### config.mk
export PLATFORM = sky130hd
export DESIGN_NAME = scarv_soc_bram_arbiter
export DESIGN_NICKNAME = d
export VERILOG_FILES = /design/src/rtl/scarv_soc_bram_arbiter_pkg.sv /design/src/rtl/scarv_soc_bram_rsp_slot.sv /design/src/rtl/scarv_soc_bram_arbiter.sv
export SDC_FILE = /design/constraint.sdc
export NUM_CORES = 1
export LEC_CHECK = 0
export BUFFER_PORTS_ARGS = -buffer_cell sky130_fd_sc_hd__buf_2
export CORE_UTILIZATION = 25
export DETAILED_ROUTE_END_ITERATION = 7
export GPL_TIMING_DRIVEN = 0
export PLACE_DENSITY = 0.48
export SYNTH_ARGS = -nofsm -noshare
export SYNTH_HDL_FRONTEND = slang
export SYNTH_SLANG_ARGS = --single-unit
### constraint.sdc
create_clock -name g_clk -period 2.3 [get_ports g_clk]
set_input_delay 0 -clock g_clk [delete_from_list [all_inputs] [get_ports g_clk]]
set_output_delay 0 -clock g_clk [all_outputs]
set_load 0.01 [all_outputs]
### src/rtl/scarv_soc_bram_arbiter_pkg.sv
// rtl/scarv_soc_bram_arbiter_pkg.sv - shared encodings for the BRAM arbiter
//
// Purpose : Response-slot state encoding and memory-bus response codes shared
//           by the arbiter top and its response slots.
// Ports   : none (package).
package scarv_soc_bram_arbiter_pkg;

   typedef enum logic [1:0] {
      SLOT_IDLE  = 2'd0,
      SLOT_FIRST = 2'd1,
      SLOT_HOLD  = 2'd2
   } slot_state_t;

   localparam logic MEM_RSP_OK  = 1'b0;
   localparam logic MEM_RSP_ERR = 1'b1;

endpackage

### src/rtl/scarv_soc_bram_rsp_slot.sv
// rtl/scarv_soc_bram_rsp_slot.sv - one-deep response slot for a BRAM requester
//
// Purpose : Tracks one outstanding response. In FIRST the read data flows
//           straight from the BRAM output; if the requester stalls, the
//           response is captured into a hold register so the BRAM port can
//           serve the other requester meanwhile.
// Ports   : g_clk/g_resetn  clock, async active-low reset
//           accept          request from this requester accepted this cycle
//           rd_pass         accepted request is an in-range read
//           rsp_code        response code of the accepted request
//           ack             requester accepts the current response
//           bram_dout       registered BRAM read data
//           free            slot can take a new request this cycle
//           recv/error/rdata response to the requester
module scarv_soc_bram_rsp_slot
   import scarv_soc_bram_arbiter_pkg::*;
(
   input  logic        g_clk,
   input  logic        g_resetn,
   input  logic        accept,
   input  logic        rd_pass,
   input  logic        rsp_code,
   input  logic        ack,
   input  logic [31:0] bram_dout,
   output logic        free,
   output logic        recv,
   output logic        error,
   output logic [31:0] rdata
);

   slot_state_t state;
   slot_state_t state_nxt;
   logic        pend_rd;
   logic        pend_err;
   logic        hold_err;
   logic [31:0] hold_rdata;

   always_ff @(posedge g_clk or negedge g_resetn) begin
      if (!g_resetn) state <= SLOT_IDLE;
      else           state <= state_nxt;
   end

   // FIRST with ack and a fresh accept stays in FIRST: back-to-back service.
   always_comb begin
      state_nxt = state;
      case (state)
         SLOT_IDLE:  if (accept) state_nxt = SLOT_FIRST;
         SLOT_FIRST: begin
            if (!ack)         state_nxt = SLOT_HOLD;
            else if (!accept) state_nxt = SLOT_IDLE;
         end
         SLOT_HOLD:  if (ack) state_nxt = accept ? SLOT_FIRST : SLOT_IDLE;
         default:    state_nxt = SLOT_IDLE;
      endcase
   end

   always_comb begin
      recv  = 1'b0;
      error = 1'b0;
      rdata = '0;
      case (state)
         SLOT_FIRST: begin
            recv  = 1'b1;
            error = pend_err;
            rdata = pend_rd ? bram_dout : '0;
         end
         SLOT_HOLD: begin
            recv  = 1'b1;
            error = hold_err;
            rdata = hold_rdata;
         end
         default: ;
      endcase
   end

   // Depends only on state and ack, so gnt never sees bram_dout.
   assign free = !recv || ack;

   always_ff @(posedge g_clk or negedge g_resetn) begin
      if (!g_resetn) begin
         pend_rd    <= 1'b0;
         pend_err   <= 1'b0;
         hold_err   <= 1'b0;
         hold_rdata <= '0;
      end else begin
         if (accept) begin
            pend_rd  <= rd_pass;
            pend_err <= (rsp_code == MEM_RSP_ERR);
         end
         if (state == SLOT_FIRST && !ack) begin
            hold_rdata <= rdata;
            hold_err   <= error;
         end
      end
   end

endmodule

### src/rtl/scarv_soc_bram_arbiter.sv
// rtl/scarv_soc_bram_arbiter.sv - two-requester round-robin BRAM port arbiter
//
// Purpose : Shares one BRAM port between two memory-bus requesters with
//           round-robin priority, range-checks addresses and returns one
//           response per accepted request with backpressure.
// Ports   : g_clk/g_resetn            clock, async active-low reset
//           rx_req/gnt/wen/strb/addr/wdata  request channel of requester x
//           rx_recv/ack/error/rdata   response channel of requester x
//           bram_en/we/addr/din       BRAM port drive
//           bram_dout                 BRAM read data (one-cycle latency)
module scarv_soc_bram_arbiter
   import scarv_soc_bram_arbiter_pkg::*;
#(
   parameter int          DEPTH    = 1024,
   parameter logic [31:0] BASE     = 32'h0000_0000,
   parameter bit          WRITE_EN = 1'b1,
   localparam int         LW       = $clog2(DEPTH)
)(
   input  logic          g_clk,
   input  logic          g_resetn,
   input  logic          r0_req,
   output logic          r0_gnt,
   input  logic          r0_wen,
   input  logic [3:0]    r0_strb,
   input  logic [31:0]   r0_addr,
   input  logic [31:0]   r0_wdata,
   output logic          r0_recv,
   input  logic          r0_ack,
   output logic          r0_error,
   output logic [31:0]   r0_rdata,
   input  logic          r1_req,
   output logic          r1_gnt,
   input  logic          r1_wen,
   input  logic [3:0]    r1_strb,
   input  logic [31:0]   r1_addr,
   input  logic [31:0]   r1_wdata,
   output logic          r1_recv,
   input  logic          r1_ack,
   output logic          r1_error,
   output logic [31:0]   r1_rdata,
   output logic          bram_en,
   output logic [3:0]    bram_we,
   output logic [LW-1:0] bram_addr,
   output logic [31:0]   bram_din,
   input  logic [31:0]   bram_dout
);

   logic        free0, free1;
   logic        elig0, elig1;
   logic        last;
   logic        sel;
   logic        accept;
   logic        wen;
   logic [3:0]  strb;
   logic [31:0] addr;
   logic [31:0] wdata;
   logic        in_range;
   logic        bad;
   logic        rsp;

   // Gating with g_resetn keeps gnt and the BRAM drive at 0 during reset.
   assign elig0 = g_resetn & r0_req & free0;
   assign elig1 = g_resetn & r1_req & free1;

   // last=1 means r1 was granted most recently, so r0 wins a tie.
   assign r0_gnt = elig0 & (~elig1 | last);
   assign r1_gnt = elig1 & (~elig0 | ~last);
   assign accept = r0_gnt | r1_gnt;
   assign sel    = r1_gnt;

   assign wen   = sel ? r1_wen   : r0_wen;
   assign strb  = sel ? r1_strb  : r0_strb;
   assign addr  = sel ? r1_addr  : r0_addr;
   assign wdata = sel ? r1_wdata : r0_wdata;

   // BASE is DEPTH-aligned, so the window test is an upper-bit match.
   assign in_range = (addr[31:LW] == BASE[31:LW]);
   assign bad      = ~in_range | (wen & ~WRITE_EN);
   assign rsp      = bad ? MEM_RSP_ERR : MEM_RSP_OK;

   assign bram_en   = accept & ~bad;
   assign bram_addr = bram_en ? addr[LW-1:0] : '0;
   assign bram_din  = bram_en ? wdata : '0;
   assign bram_we   = (bram_en & wen & WRITE_EN) ? strb : 4'b0;

   always_ff @(posedge g_clk or negedge g_resetn) begin
      if (!g_resetn)   last <= 1'b1;
      else if (accept) last <= sel;
   end

   scarv_soc_bram_rsp_slot u_slot0 (
      .g_clk     (g_clk),
      .g_resetn  (g_resetn),
      .accept    (r0_gnt),
      .rd_pass   (~wen & ~bad),
      .rsp_code  (rsp),
      .ack       (r0_ack),
      .bram_dout (bram_dout),
      .free      (free0),
      .recv      (r0_recv),
      .error     (r0_error),
      .rdata     (r0_rdata)
   );

   scarv_soc_bram_rsp_slot u_slot1 (
      .g_clk     (g_clk),
      .g_resetn  (g_resetn),
      .accept    (r1_gnt),
      .rd_pass   (~wen & ~bad),
      .rsp_code  (rsp),
      .ack       (r1_ack),
      .bram_dout (bram_dout),
      .free      (free1),
      .recv      (r1_recv),
      .error     (r1_error),
      .rdata     (r1_rdata)
   );

endmodule

; After elaboration in Yosys (flattened, before gate mapping)
; Index checks and enable logic that the tools add are counted.
[classes]
bitwise_logic = 16
n_div = 0
multipliers = 0
n_reduce_logical = 15
n_lt_le_gt_ge = 0
eq_ne = 10
n_shift = 0
add_sub_neg = 0
n_mux = 28
[op_table]
columns = op, count
row1 = 32-bit two-way mux, 5
row2 = 32-bit one-hot mux with 2 select lines, 2
row3 = 22-bit logical NOT, 1
row4 = 2-bit two-way mux, 8
row5 = 2-bit one-hot mux with 3 select lines, 2
row6 = 10-bit two-way mux, 1
row7 = 1-bit bitwise AND, 9
row8 = 4-bit two-way mux, 2
row9 = "2-bit != test, second input constant", 4
row10 = 1-bit two-way mux, 6
row11 = "3-bit != test, second input constant", 2
row12 = 3-bit AND reduction, 2
row13 = "2-bit by 1-bit equality test with 1-bit output, second input constant", 2
row14 = "2-bit equality test, second input constant", 2
row15 = 1-bit logical NOT, 4
row16 = 2-bit logical NOT, 2
row17 = 1-bit NOT, 4
row18 = 1-bit one-hot mux with 2 select lines, 2
row19 = 2-bit OR reduction, 2
row20 = 1-bit OR, 3
row21 = 1-bit logical AND, 2
row22 = 1-bit logical OR, 2
[word_totals]
n_memories = 0
output_inout_bits = 117
elab_cells = 80
latchBits = 0
reg_bits = 75
in_bits = 176
ram_bits = 0
romBits = 0

; Longest topological paths before layout
[depth]
ltp_word = 14
depth_mapped = 10
depth_no_buf = 7

; Cells and area by module
; Synthesis repeated with hierarchy kept, for this count alone.
[unflattened]
hier_cells = 529
hier_area_um2 = 5391.4
[modules_own_cells]
columns = module, instances, area_each_um2, cells_per_inst, seq_area_each_um2
row1 = scarv_soc_bram_rsp_slot at u_slot0, 1, 2080.7, 180, 925.9
row2 = scarv_soc_bram_rsp_slot at u_slot1, 1, 2025.7, 180, 925.9
row3 = scarv_soc_bram_arbiter, 1, 1285.0, 169, 26.3

; Worst setup path before layout
; No wires, ideal clock.
[synth_timing]
path_kind = register to register
startpoint = reg u_slot1.state[0]
endpoint = reg u_slot1.state[1]
setup_ps = 125
path_stages_with_launch = 8
required_time_ps = 2175
n_path_buf = 1
path_slack_ps = 102
synth_period_minus_slack_ps = 2198
t_arrival_ps = 2073
cell_sequence = dfrtp_1 -> inv_1 -> ha_1 -> and2b_1 -> a311o_1 -> buf_6 -> a221o_1 -> mux2_4
[synth_via]
elab_chain_len = 9
word_cells_on_any_way = 14
classes_between = 5 x eq/ne / 2 x mux / 2 x bitwise / 5 x reduce/logical
[synth_lines]
columns = element, line
row1 = from (decl), scarv_soc_bram_rsp_slot.sv:31  ; slot_state_t state;
row2 = from (signal assigned), scarv_soc_bram_rsp_slot.sv:40  ; else state <= state_nxt;
row3 = 2-bit equality test / 2-bit by 1-bit equality test with 1-bit output (equally long branches), scarv_soc_bram_rsp_slot.sv:61  ; case (state)
row4 = 2-bit OR reduction (no line) *, n/a
row5 = 1-bit two-way mux *, scarv_soc_bram_rsp_slot.sv:61
row6 = net r1_recv, scarv_soc_bram_arbiter.sv:37  ; output logic r1_recv,
row7 = 1-bit logical NOT *, scarv_soc_bram_rsp_slot.sv:77  ; assign free = !recv || ack;
row8 = 1-bit logical OR *, scarv_soc_bram_rsp_slot.sv:77
row9 = 1-bit bitwise AND *, scarv_soc_bram_arbiter.sv:63  ; assign elig1 = g_resetn & r1_req & free1;
row10 = 1-bit bitwise AND *, scarv_soc_bram_arbiter.sv:67  ; assign r1_gnt = elig1 & (~elig0 | ~last);
row11 = 3-bit != test (no line) / 2-bit != test (equally long branches), n/a
row12 = 3-bit AND reduction (no line) *, n/a
; Mark *: on every way through the listed nets, which the timed path passes. The rest lies on a longest branch.
; A chain may end at the register's enable or synchronous reset.

; Worst setup path after layout
[layout_timing]
startpoint = reg u_slot1.state[0]
endpoint = out bram_din[22]
[layout_via]
elab_chain_len = 12
word_cells_on_any_way = 17
classes_between = 2 x eq/ne / 4 x mux / 7 x bitwise / 4 x reduce/logical
[layout_lines]
columns = element, line
row1 = 2-bit equality test / 2-bit by 1-bit equality test with 1-bit output (equally long branches), scarv_soc_bram_rsp_slot.sv:61
row2 = 2-bit OR reduction (no line) *, n/a
row3 = 1-bit two-way mux *, scarv_soc_bram_rsp_slot.sv:61
row4 = 1-bit logical NOT *, scarv_soc_bram_rsp_slot.sv:77
row5 = 1-bit logical OR *, scarv_soc_bram_rsp_slot.sv:77
row6 = 1-bit bitwise AND *, scarv_soc_bram_arbiter.sv:63
row7 = branches (longest 5 deep; another with 32-bit two-way mux), n/a
row8 = 32-bit two-way mux *, scarv_soc_bram_arbiter.sv:83  ; assign bram_din = bram_en ? wdata : '0;
row9 = to (decl), scarv_soc_bram_arbiter.sv:44  ; output logic [31:0] bram_din,
; Every way passes the cells marked *.

==> metrics.txt <==
outcome finished with violations; violated checks negative hold slack, negative setup slack; gr busiest metal met2; Req. time, crit path 2.30 ns; library cells used by synthesis 41; register bit count reported by yosys 75; sequential share of the synthesized area 0.390; initial antenna violation count 7; clk root buf clkbuf_16; routing usage on met1 0.227; Reg clk slew, reported paths 0.06 ns; fillcell total 1899; fmax 0.414 GHz; Clock power frac 0.308; share of the synthesized area in the top cell type 0.385; Final Core Density 0.392; pre-CTS setup slack -0.318 ns; commonest non-fill, non-tap cell in the layout buf_2; Synth Instances 446; area of the die 19800 um2; largest net degree at the start of global routing 42; Die W 141 um; clk_lat worst skew 0.33 ns; post-synth top area cell dfrtp_1; TritonCTS clock tree built; Sw Share 0.340; Pins Over Slew Limit 0; DR vias/cell 5.15; Critical Path Start Type flop; Int Power 3.37 mW; most frequent cells in the layout buf_2, dfrtp_1, a22oi_1, nor2b_1, mux2_2; Top delay family on crit path buffers and inverters; DP Wirelength 16000 um; Max FO, Critical Path 5; power density cells 694 nW/um2; hold_ws -0.352 ns; share of cells above drive strength 1 0.586; vias in the first global route 5357; Routed Antenna Nets 0; Post-Route Skew 0.00752 ns; Comb pwr share 0.413; Synth area leaders dfrtp_1, mux2_2, a22oi_1; final worst path period share 1.05; R2R Path Start u_slot1.state[0]$_DFFE_PN0P_; area of placed instances 6590 um2; Synth Warn # 0; Final Total Pwr 5.11 mW; kind of critical path flop to output port; global route overflow 0; nets@finish 962; Mapped Area 4810 um2; critical-path cell list inv_2 > ha_4 > and2b_2 > a311o_1 > buf_6 > clkinv_8 > and4_4 > clkbuf_16 > a32o_1 > buf_2; core area 18800 um2; crit-path max cell delay 0.39 ns; Avg Inst Size Synth 10.8 um2; H-tree levels 3; Critical Path Start u_slot1.state[0]$_DFFE_PN0P_; Sw Pwr 1.74 mW; DRC 0; WL/cell 20.4 um; first-pass GRT wire length 30800 um; initial DRC count 207; Critical Path AT 2.41 ns; Flop pwr share 0.279; met3 usage 0.0350; Worst VDD drop 433 uV; Die Ht 141 um; worst min-delay path class input port to asynchronous set/reset pin; final WL 20900 um; worst path bufs/invs 5; I/O Buffers 292; slowest CP cell dfrtp_1; Placer Congestion 0.906; Final Instance Area 7360 um2; Final Hold Viols 34; final worst setup slack -0.113 ns; GRT met2 Usage 0.374; drt first pass iters 4; Worst-Margin Slew 0.965 ns; Tmin final 2.41 ns; Pleak 3.74 nW; CTS buffer count 9; via count 5274; final setup vio count 45; RSZ-0062 raised after global routing true; Setup crit end kind output port; clk sinks 75; Tot GR Track Use 0.204; Synth-to-Final Area Change 53.0%; post-synth net total 630; # hold bufs at CTS 2; Clock Path Buffers 2; Starting Density 0.256; row cnt 50; max cap viols 0; I/O pin total 293; Rel. slew slack 0.351
## cell families (layout without fill, tap and decap cells)
kind of cell | count (synthesis) | in the layout | share of synthesized area
AO/OA/AOI/OAI | 126 | 126 | 0.220
flip-flops | 75 | 75 | 0.390
buffers and inverters | 55 | 389 | 0.0603
other | 0 | 8 | 0
multiplexers | 73 | 73 | 0.170
AND/OR/NAND/NOR | 109 | 112 | 0.138
adder cells (fa/ha/maj) | 8 | 8 | 0.0208
## layout make-up
type	instances	area (um2)	share of cell area
inverters	10	50.0	0.00680
clock inverters	3	68.8	0.00935
clock buffers	13	270	0.0367
diodes	8	20.0	0.00272
multi-input cells	319	2740	0.373
repair buffers	323	1780	0.242
plain buffers	40	260	0.0354
well taps	234	293	0.0398
flip-flops and latches	75	1880	0.255
## power by group through the flow
stage | combinational [mW] | clock (mW) | sequential [mW]
floorplan | 1.11 | 0 | 1.44
global placement | 1.80 | 0 | 1.45
detailed placement | 1.84 | 0 | 1.46
CTS | 2.06 | 1.62 | 1.42
global route | 2.27 | 1.69 | 1.43
finish | 2.11 | 1.57 | 1.42
## registers in the layout, indices dropped and copies added (netlist names), 2 cells and up
name / count
u_slot1.hold_rdata: 32
u_slot1.state: 2
u_slot0.state: 2
u_slot0.hold_rdata: 32
## per-stage QoR
stage | setup TNS (ns) | instances | hold WS (ns)
floorplan | 0 | 446 | -0.296
global placement | -41.52 | 972 | 0.259
detailed placement | -10.65 | 973 | 0.0183
CTS | -5.22 | 1009 | -0.343
global route | -7.67 | 1023 | -0.319
finish | -3.23 | 1025 | -0.352
## synth_stat cells, drive strengths merged
master   number
a21oi         3
a221o         1
a22o          2
a22oi        66
a311o         1
a311oi        1
a31o          1
a31oi         1
a32o         44
a41oi         1
and2          5
and2b         1
and3          3
and4          4
buf          16
clkbuf       29
clkinv        1
dfrtp        74
dfstp         1
ha            8
inv           9
mux2         68
mux2i         5
nand2         3
nand2b        3
nand3         2
nor2         10
nor2b        66
nor3          1
nor4         10
o2111ai       1
o21a          1
o21ai         2
o221a         1
or4           1
## worst reg2reg max path: cells and delay by family (launching register included)
family	cells	cell delay (ns)
compound gates	2	0.64
fa+ha+maj	1	0.20
buf+inv	3	0.38
flops	1	0.39
mux	1	0.31
simple gates	1	0.20
## worst paths after layout
kind,to,slack (ns),cells past startpoint
setup reg to reg,u_slot1.state[1]$_DFFE_PN0P_,0.08,8
min in group g_clk,last$_DFFE_PN1P_,0.07,5
hold / removal,u_slot0.hold_rdata[17]$_DFFE_PN0P_,-0.35,1
setup / recovery,bram_din[22],-0.11,10
hold reg to reg,u_slot1.pend_rd$_DFFE_PN0N_,0.50,1
max in group asynchronous,u_slot0.hold_rdata[8]$_DFFE_PN0P_,2.02,2
## layer usage
metal  part of all wire  vias to the layer above
met4              0.035                        2
met1               0.38                     2608
met5            0.00057                        -
met3              0.056                       30
li1                   -                     2404
met2               0.53                      230
## what timing repair did
action	in CTS	in global routing
pin swaps	9	7
resized for setup	43	31
setup buffers	13	8
cloned	7	4
setup endpoints to repair	115	124
hold endpoints to repair	36	34
(Power assumes the default switching activity.)
